File: src/rtl/vram_write_bridge_if.sv
// vram_write_bridge_if: CPU bus inputs and video-memory write ports of the VRAM write bridge.
interface vram_write_bridge_if;
    logic [7:0]  data;
    logic [2:0]  addr;
    logic        rw;
    logic        cs;
    logic        cpu_clk;
    logic        tile_memory_write_enable;
    logic [10:0] tile_memory_write_addr;
    logic [7:0]  tile_memory_write_data;
    logic        attribute_memory_write_enable;
    logic [11:0] attribute_memory_write_addr;
    logic [7:0]  attribute_memory_write_data;
    logic        color_memory_write_enable;
    logic [3:0]  color_memory_write_addr;
    logic [7:0]  color_memory_write_data;
    logic        write_dropped;
    modport master (
        output data, addr, rw, cs, cpu_clk,
        input  tile_memory_write_enable, tile_memory_write_addr, tile_memory_write_data,
        input  attribute_memory_write_enable, attribute_memory_write_addr, attribute_memory_write_data,
        input  color_memory_write_enable, color_memory_write_addr, color_memory_write_data,
        input  write_dropped
    );
    modport slave (
        input  data, addr, rw, cs, cpu_clk,
        output tile_memory_write_enable, tile_memory_write_addr, tile_memory_write_data,
        output attribute_memory_write_enable, attribute_memory_write_addr, attribute_memory_write_data,
        output color_memory_write_enable, color_memory_write_addr, color_memory_write_data,
        output write_dropped
    );
endinterface

File: src/rtl/vram_write_bridge.sv
// vram_write_bridge: CPU-bus writes synchronised into CLK100MHz and turned into one-cycle
// tile/attribute/color memory strobes through an auto-incrementing VRAM pointer.
module vram_write_bridge #(
    parameter int          SYNC_STAGES = 2,
    parameter logic [7:0]  INCR_RESET  = 8'd1
) (
    input logic              CLK100MHz,
    input logic              rst,
    vram_write_bridge_if.slave bus
);
    typedef enum logic {IDLE, COMMIT} state_t;
    localparam logic [12:0] BUS_IDLE = 13'h0001;
    state_t                       r_state;
    logic [SYNC_STAGES-1:0]       r_sync;
    logic                         r_prev;
    logic [SYNC_STAGES:0][12:0]   r_bus;
    logic [15:0]                  r_ptr;
    logic [7:0]                   r_incr;
    logic [12:0] w_cap;
    logic [2:0]  w_addr;
    logic [7:0]  w_data;
    logic        w_valid;
    logic        w_tile;
    logic        w_attr;
    logic        w_color;
    // The delay line is one stage longer than the synchroniser so the captured bus is the
    // sample taken on the last CLK edge that still saw cpu_clk high.
    assign w_cap   = r_bus[SYNC_STAGES];
    assign w_addr  = w_cap[4:2];
    assign w_data  = w_cap[12:5];
    assign w_valid = r_prev & ~r_sync[SYNC_STAGES-1] & ~w_cap[0] & ~w_cap[1];
    assign w_tile  = r_ptr[15:11] == 5'h00;
    assign w_attr  = r_ptr[15:12] == 4'h1;
    assign w_color = r_ptr[15:4] == 12'h200;
    always_ff @(posedge CLK100MHz or negedge rst) begin
        if (!rst) begin
            r_state                           <= IDLE;
            r_sync                            <= '0;
            r_prev                            <= 1'b0;
            r_bus                             <= {(SYNC_STAGES+1){BUS_IDLE}};
            r_ptr                             <= 16'h0000;
            r_incr                            <= INCR_RESET;
            bus.tile_memory_write_enable      <= 1'b0;
            bus.tile_memory_write_addr        <= '0;
            bus.tile_memory_write_data        <= '0;
            bus.attribute_memory_write_enable <= 1'b0;
            bus.attribute_memory_write_addr   <= '0;
            bus.attribute_memory_write_data   <= '0;
            bus.color_memory_write_enable     <= 1'b0;
            bus.color_memory_write_addr       <= '0;
            bus.color_memory_write_data       <= '0;
            bus.write_dropped                 <= 1'b0;
        end else begin
            r_sync                            <= {r_sync[SYNC_STAGES-2:0], bus.cpu_clk};
            r_prev                            <= r_sync[SYNC_STAGES-1];
            r_bus                             <= {r_bus[SYNC_STAGES-1:0], {bus.data, bus.addr, bus.rw, bus.cs}};
            bus.tile_memory_write_enable      <= 1'b0;
            bus.attribute_memory_write_enable <= 1'b0;
            bus.color_memory_write_enable     <= 1'b0;
            bus.write_dropped                 <= 1'b0;
            case (r_state)
                IDLE: if (w_valid) begin
                    case (w_addr)
                        3'd0: r_ptr[7:0]  <= w_data;
                        3'd1: r_ptr[15:8] <= w_data;
                        3'd3: r_incr      <= w_data;
                        3'd2, 3'd4: begin
                            r_state <= COMMIT;
                            if (w_tile) begin
                                bus.tile_memory_write_enable <= 1'b1;
                                bus.tile_memory_write_addr   <= r_ptr[10:0];
                                bus.tile_memory_write_data   <= w_data;
                            end else if (w_attr) begin
                                bus.attribute_memory_write_enable <= 1'b1;
                                bus.attribute_memory_write_addr   <= r_ptr[11:0];
                                bus.attribute_memory_write_data   <= w_data;
                            end else if (w_color) begin
                                bus.color_memory_write_enable <= 1'b1;
                                bus.color_memory_write_addr   <= r_ptr[3:0];
                                bus.color_memory_write_data   <= w_data;
                            end else begin
                                bus.write_dropped <= 1'b1;
                            end
                            if (w_addr == 3'd2) r_ptr <= r_ptr + {8'h00, r_incr};
                        end
                        default: ;
                    endcase
                end
                COMMIT: r_state <= IDLE;
                default: r_state <= IDLE;
            endcase
        end
    end
endmodule
File: src/flat_wrapper.sv
// flat-port wrapper written by rule: the top's interface ports become plain ports
module vram_write_bridge_flat 
#(
    parameter int          SYNC_STAGES = 2,
    parameter logic [7:0]  INCR_RESET  = 8'd1
)
  (CLK100MHz, rst, bus_data, bus_addr, bus_rw, bus_cs, bus_cpu_clk, bus_tile_memory_write_enable, bus_tile_memory_write_addr, bus_tile_memory_write_data, bus_attribute_memory_write_enable, bus_attribute_memory_write_addr, bus_attribute_memory_write_data, bus_color_memory_write_enable, bus_color_memory_write_addr, bus_color_memory_write_data, bus_write_dropped);
  vram_write_bridge_if bus_i ();
  input logic CLK100MHz;
  input logic rst;
  input wire logic [$bits(bus_i.data)-1:0] bus_data;
  input wire logic [$bits(bus_i.addr)-1:0] bus_addr;
  input wire logic [$bits(bus_i.rw)-1:0] bus_rw;
  input wire logic [$bits(bus_i.cs)-1:0] bus_cs;
  input wire logic [$bits(bus_i.cpu_clk)-1:0] bus_cpu_clk;
  output wire logic [$bits(bus_i.tile_memory_write_enable)-1:0] bus_tile_memory_write_enable;
  output wire logic [$bits(bus_i.tile_memory_write_addr)-1:0] bus_tile_memory_write_addr;
  output wire logic [$bits(bus_i.tile_memory_write_data)-1:0] bus_tile_memory_write_data;
  output wire logic [$bits(bus_i.attribute_memory_write_enable)-1:0] bus_attribute_memory_write_enable;
  output wire logic [$bits(bus_i.attribute_memory_write_addr)-1:0] bus_attribute_memory_write_addr;
  output wire logic [$bits(bus_i.attribute_memory_write_data)-1:0] bus_attribute_memory_write_data;
  output wire logic [$bits(bus_i.color_memory_write_enable)-1:0] bus_color_memory_write_enable;
  output wire logic [$bits(bus_i.color_memory_write_addr)-1:0] bus_color_memory_write_addr;
  output wire logic [$bits(bus_i.color_memory_write_data)-1:0] bus_color_memory_write_data;
  output wire logic [$bits(bus_i.write_dropped)-1:0] bus_write_dropped;
  assign bus_i.data = bus_data;
  assign bus_i.addr = bus_addr;
  assign bus_i.rw = bus_rw;
  assign bus_i.cs = bus_cs;
  assign bus_i.cpu_clk = bus_cpu_clk;
  assign bus_tile_memory_write_enable = bus_i.tile_memory_write_enable;
  assign bus_tile_memory_write_addr = bus_i.tile_memory_write_addr;
  assign bus_tile_memory_write_data = bus_i.tile_memory_write_data;
  assign bus_attribute_memory_write_enable = bus_i.attribute_memory_write_enable;
  assign bus_attribute_memory_write_addr = bus_i.attribute_memory_write_addr;
  assign bus_attribute_memory_write_data = bus_i.attribute_memory_write_data;
  assign bus_color_memory_write_enable = bus_i.color_memory_write_enable;
  assign bus_color_memory_write_addr = bus_i.color_memory_write_addr;
  assign bus_color_memory_write_data = bus_i.color_memory_write_data;
  assign bus_write_dropped = bus_i.write_dropped;
  vram_write_bridge #(.SYNC_STAGES(SYNC_STAGES), .INCR_RESET(INCR_RESET)) u_core (.CLK100MHz(CLK100MHz), .rst(rst), .bus(bus_i));
endmodule
File: config.mk
export PLATFORM = sky130hd
export DESIGN_NAME = vram_write_bridge_flat
export DESIGN_NICKNAME = d
export VERILOG_FILES = /design/src/rtl/vram_write_bridge_if.sv /design/src/rtl/vram_write_bridge.sv /design/src/flat_wrapper.sv
export SDC_FILE = /design/constraint.sdc
export NUM_CORES = 1
export LEC_CHECK = 0
export BUFFER_PORTS_ARGS = -buffer_cell sky130_fd_sc_hd__buf_2
export CORE_MARGIN = 3
export CORE_UTILIZATION = 30
export DETAILED_ROUTE_END_ITERATION = 16
export PLACE_DENSITY = 0.53
export SLEW_MARGIN = 5
export SYNTH_ARGS = -nofsm -noshare
export SYNTH_HDL_FRONTEND = slang
export SYNTH_SLANG_ARGS = --single-unit
File: constraint.sdc
create_clock -name CLK100MHz -period 5 [get_ports CLK100MHz]
set_input_delay 1 -clock CLK100MHz [delete_from_list [all_inputs] [get_ports CLK100MHz]]
set_output_delay 1 -clock CLK100MHz [all_outputs]
set_load 0.1 [all_outputs]
Word-level counts from Yosys, hierarchy flattened
Cells that the tools add are included.
Word-level totals
  bits in registers: 122
Cells by class
  mux-type cells: 27
  add/sub/neg operators: 1
  reductions and logical operators: 11
  bitwise gates (word level): 9
  eq/ne operators: 7
Operator list (number)
  case mux 8 bit (2 select lines): 2
  2-to-1 mux 1 bit: 23
  adder 16 x 8 -> 16 bit: 1
  2-to-1 mux 16 bit: 1
  equality test 12 x 10 -> 1 bit, second input constant: 1
  AND reduction 4 bit: 3
  equality test 3 x 2 -> 1 bit, second input constant: 2
  inverter 1 bit: 6
  AND reduction 6 bit: 1
  logical NOT 5 bit: 1
  AND reduction 5 bit: 1
  equality test 4 x 1 -> 1 bit, second input constant: 1
  nonzero test 2 bit: 2
  AND 1 bit: 3
  equality test 3 x 1 -> 1 bit, second input constant: 1
  equality test 3 bit, second input constant: 1
  logical NOT 3 bit: 1
  AND reduction 3 bit: 1
  inequality test 2 x 1 -> 1 bit, second input constant: 1
  case mux 1 bit (2 select lines): 1
  OR reduction 2 bit: 1

Logic depth before layout (Yosys ltp)
  word-level depth: 7
  mapped depth: 9

Worst setup path before layout
Ideal clock, no wire load.
  path type: register to register
  from: register u_core.r_bus (netlist bit u_core.w_cap[3])
  to: register u_core.bus.color_memory_write_addr[0]
  path slack: 2.791 ns
  arrival: 2.082 ns
  buffers on the path: 3
  library setup time: 0.126 ns
  stages on the path, launching flop included: 9
  period minus slack after synthesis: 2.209 ns
  cell sequence: dfrtp_1 buf_4 xnor2_1 or2_1 buf_6 or3_4 nor3_4 buf_6 mux2_4
On the way
  longest elaborated chain between the ends: 3
RTL lines
  start: declaration: line vram_write_bridge.sv:16  | logic [SYNC_STAGES:0][12:0] r_bus;
  start signal: assignment: line vram_write_bridge.sv:40  | r_bus <= {(SYNC_STAGES+1){BUS_IDLE}};
  start signal: assignment: line vram_write_bridge.sv:56  | r_bus <= {r_bus[SYNC_STAGES-1:0], {bus.data, bus.addr, bus.rw, bus.cs}};
  equality test 3 bit / equality test 3 x 2 -> 1 bit (equally long branches): line vram_write_bridge.sv:63  | case (w_addr)
  OR reduction 2 bit (*): line vram_write_bridge.sv:63
  AND reduction 6 bit (no source line) (*)
  end signal: assignment: line vram_write_bridge.sv:79  | bus.color_memory_write_addr <= r_ptr[3:0];
  end: declaration: line vram_write_bridge_if.sv:29  | output color_memory_write_enable, color_memory_write_addr, color_memory_write_data,
Mark *: on every way between the ends. The rest lies on a longest branch, timed or not.
A chain may end at the register's enable or synchronous reset.

Worst setup path after layout
  from: register u_core.r_bus (netlist bit u_core.w_cap[3])
  to: register u_core.bus.tile_memory_write_addr[4]
On the way
  longest elaborated chain between the ends: 3
RTL lines
  equality test 3 bit / equality test 3 x 2 -> 1 bit (equally long branches): line vram_write_bridge.sv:63
  OR reduction 2 bit (*): line vram_write_bridge.sv:63
  AND reduction 4 bit (no source line) (*)
  end signal: assignment: line vram_write_bridge.sv:71  | bus.tile_memory_write_addr <= r_ptr[10:0];
  end: declaration: line vram_write_bridge_if.sv:27  | output tile_memory_write_enable, tile_memory_write_addr, tile_memory_write_data,
Marked as above.

==> impl_metrics.tcl <==
set metrics [dict create \
    outcome "complete, no violations" \
    routed_wire_length_per_instance_um 15.86 \
    grt_first_pass_wirelength_um 16790 \
    share_clk_of_total_power 0.484 \
    first_global_vias 3083 \
    drt_drc_violations_left 0 \
    io_pins 71 \
    yosys_warnings 0 \
    cts.htree.levels 4 \
    leakagePower_nw 3.183 \
    finalClockSkew_ns 0.01151 \
    regArea_um2 3058 \
    routed_wl_um 10500 \
    syn-num-nets 380 \
    cts_resized 0 \
    critical_path.endpoint_type "flop" \
    viasPerCell 4.586 \
    max-vdd-ir-drop_mv 0.2097 \
    power_frac_comb 0.097 \
    max_slew_headroom 0.1574 \
    coreArea_um2 16060 \
    finish.instance_area_um2 6153 \
    setup_violations 0 \
    cts_inserted_buffers 17 \
    max_fclk_mhz 336.8 \
    synth.yosys.seq_area_share 0.6128 \
    netlist_area_um2 4990 \
    worst_ep_arrival_time_ns 3.25 \
    final-hold-violation-count 0 \
    dr_total_vias 3036 \
    grt_use_total 0.1221 \
    worstPathCellList "xnor2_1 > or2_1 > or3_4 > inv_2 > nand3_2 > mux2_4" \
    finalNetCount 458 \
    pd_cells_nw_per_um2 430.9 \
    power.share.sequential 0.418 \
    holdCritPathClass "flop to flop" \
    max_cap_viols 0 \
    required_ns 5.28 \
    first_pass_iters 4 \
    ys_seq_elements 122 \
    cts_tree "yes" \
    port-buffer-count 70 \
    layout-area-overhead-vs-synth_pct 23.32 \
    final.fill_count 1519 \
    detailedPlace.worstSlack_ns 2.023 \
    chipHeight_um 135.0 \
    synthDistinctLibCells 48 \
    max_slew.worst_pin.slew_ns 1.259 \
    placed_cells 630 \
    p_int_mw 2.002 \
    clkSlewWorstSetupHoldPaths_ns 0.06 \
    grt_max_degree 59 \
    dp_wirelength_um 7001 \
    antenna_cells_inserted 0 \
    setup.worst_path.class "flop to flop" \
    finalSetupTns_ns 0 \
    grt_setup_unrepaired "no" \
    drive_gt1_frac 0.3789 \
    share_of_the_clock_period_used_by_the_worst_path 0.5938 \
    cp_slowest_stage_delay_ns 0.62 \
    postCtsHoldBufs 0 \
    asyncSetResetFlopFracSynth 1.000 \
    deepest_clock_path_buffer_count 2 \
    syn_inst 355 \
    multi_input_comb_area_um2 1815 \
    ant_nets 0 \
    synth_top_flop_cell "sky130_fd_sc_hd__dfrtp_1" \
    synth_area_per_cell_um2 14.06 \
    die_x_um 135.0 \
    root_driver "sky130_fd_sc_hd__clkbuf_16" \
    start_util 0.3107 \
    drt-initial-drc-count 169 \
    timing.final.max_slew_violations 0 \
    p_sw_uw 649.1 \
    cts_post_setup_buffers_inserted 0 \
    post_route_total_power_mw 2.652 \
    grt_overflow 0 \
    clock_latency_ns 0.41 \
    switching_share 0.2448 \
    gp_congestion 0.7928 \
    clock_sink_count 122 \
    crit_path_top_delay_cell "sky130_fd_sc_hd__nand3_2" \
    min_period_ns 2.969 \
    die_area_um2 18220 \
    setup_ws_ns 2.031 \
    postPlaceCellArea_um2 5530 \
    rows 46 \
    setup.worst_path.start_class "flop" \
    synth_enable_flop_cells 0 \
    critical_path.max_fanout 20 \
    finalNonFillerCells 662 \
    initial_antenna_violation_count 0 \
]
-- critical path, delay by kind of cell, from the launching register on --
family | cells | cell delay, ns
XOR/XNOR | 1 | 0.17
AND/OR/NAND/NOR | 3 | 1.57
multiplexers | 1 | 0.54
flip-flops | 1 | 0.46
buffers and inverters | 1 | 0.10
-- power groups by stage --
stage | sequential, mW | combinational (mW) | clock [mW]
global placement | 1.13 | 0.256 | 0
finish | 1.11 | 0.258 | 1.28
CTS | 1.11 | 0.261 | 1.31
detailed placement | 1.13 | 0.261 | 0
floorplan | 1.16 | 0.145 | 0
global route | 1.12 | 0.290 | 1.36
-- cells by family (layout without fill, tap and decap cells) --
logic type	after synthesis	in the layout	synth area share
fa+ha+maj	9	9	0.02407
xor+xnor	7	7	0.01229
compound gates	47	47	0.06194
flops	122	122	0.6128
buf+inv	18	109	0.02332
mux	62	62	0.1745
simple gates	90	90	0.09103
-- sequential cells by signal, indices dropped and copies added (netlist names) --
signal                                    cells
u_core.bus.attribute_memory_write_addr       12
u_core.bus.attribute_memory_write_data        8
u_core.bus.attribute_memory_write_enable      1
u_core.bus.color_memory_write_addr            4
u_core.bus.color_memory_write_data            8
u_core.bus.color_memory_write_enable          1
u_core.bus.tile_memory_write_addr            11
u_core.bus.tile_memory_write_data             8
u_core.bus.tile_memory_write_enable           1
u_core.bus.write_dropped                      1
u_core.r_bus                                 26
u_core.r_incr                                 8
u_core.r_prev                                 1
u_core.r_ptr                                 16
u_core.r_state                                1
u_core.r_sync                                 2
u_core.w_cap                                 13
-- placed cells by master, fill, tap and decap left out, drive strengths merged, types with 2 or more instances in the layout --
cell     count
o21ai       10
a21oi       10
inv          5
nand3       16
mux2i        3
nor3         7
xor2         6
a31oi        6
bufinv       4
dfrtp      118
o311a        3
dfstp        4
nor2        22
nand2       28
or4          2
a2bb2oi      2
o22ai        2
nand2b       3
ha           8
and3         3
clkbuf      23
a211oi       3
buf         72
o211ai       4
clkinv       5
mux2        59
-- synthesized netlist by cell type (all sizes together), types with 3 or more instances --
library cell | n | share of area
nand3 | 16 | 0.020
a31oi | 6 | 0.0075
a211oi | 3 | 0.0045
buf | 7 | 0.015
o311a | 3 | 0.0060
mux2 | 59 | 0.17
inv | 5 | 0.0038
mux2i | 3 | 0.0060
ha | 8 | 0.020
xor2 | 6 | 0.011
and3 | 3 | 0.0038
nor2 | 22 | 0.017
nand2 | 28 | 0.021
o211ai | 4 | 0.0060
nand2b | 3 | 0.0038
nor3 | 7 | 0.0093
clkbuf | 6 | 0.0045
dfstp | 4 | 0.021
a21oi | 10 | 0.010
dfrtp | 118 | 0.59
o21ai | 10 | 0.010
-- per-layer routing --
layer / GRT usage / vias to the layer above / wire length (µm)
met3: 0.03763 / 12 / 508
li1: - / 1429 / -
met1: 0.1666 / 1513 / 5084
met5: 0 / - / 0
met4: 0.05543 / 0 / 178
met2: 0.1787 / 82 / 4729
-- stage by stage --
step / hold slack, ns / util
global placement: 0.3326 / 0.3444
CTS: 0.3435 / 0.3832
detailed placement: 0.3347 / 0.3444
floorplan: 0.3312 / -
global route: 0.3504 / 0.3832
finish: 0.3417 / 0.3832
-- path summary, 6_finish.rpt --
| check | startpoint | to | slack (ns) | cells after the start |
|---|---|---|---|---|
| max | u_core.w_cap[3] | u_core.bus.tile_memory_write_addr[4] | 2.03 | 6 |
| min | u_core.r_bus[24] | u_core.w_cap[11] | 0.34 | 0 |
| max reg2reg | u_core.w_cap[3] | u_core.bus.tile_memory_write_addr[4] | 2.03 | 6 |
| min reg2reg | u_core.r_bus[24] | u_core.w_cap[11] | 0.34 | 0 |
| max in group asynchronous | rst | u_core.bus.attribute_memory_write_enable | 3.23 | 2 |
| min in group asynchronous | rst | u_core.bus.attribute_memory_write_data[7] | 0.64 | 1 |
-- layout make-up --
cell class,instances,share of cell area
clock buffers,23,0.07767
clock inverters,9,0.02359
inverters,5,0.003050
multi-input cells,215,0.2950
flip-flops and latches,122,0.4969
well taps,216,0.04392
repair buffers,72,0.05978
Note: power is estimated with default switching activity, not from simulation.
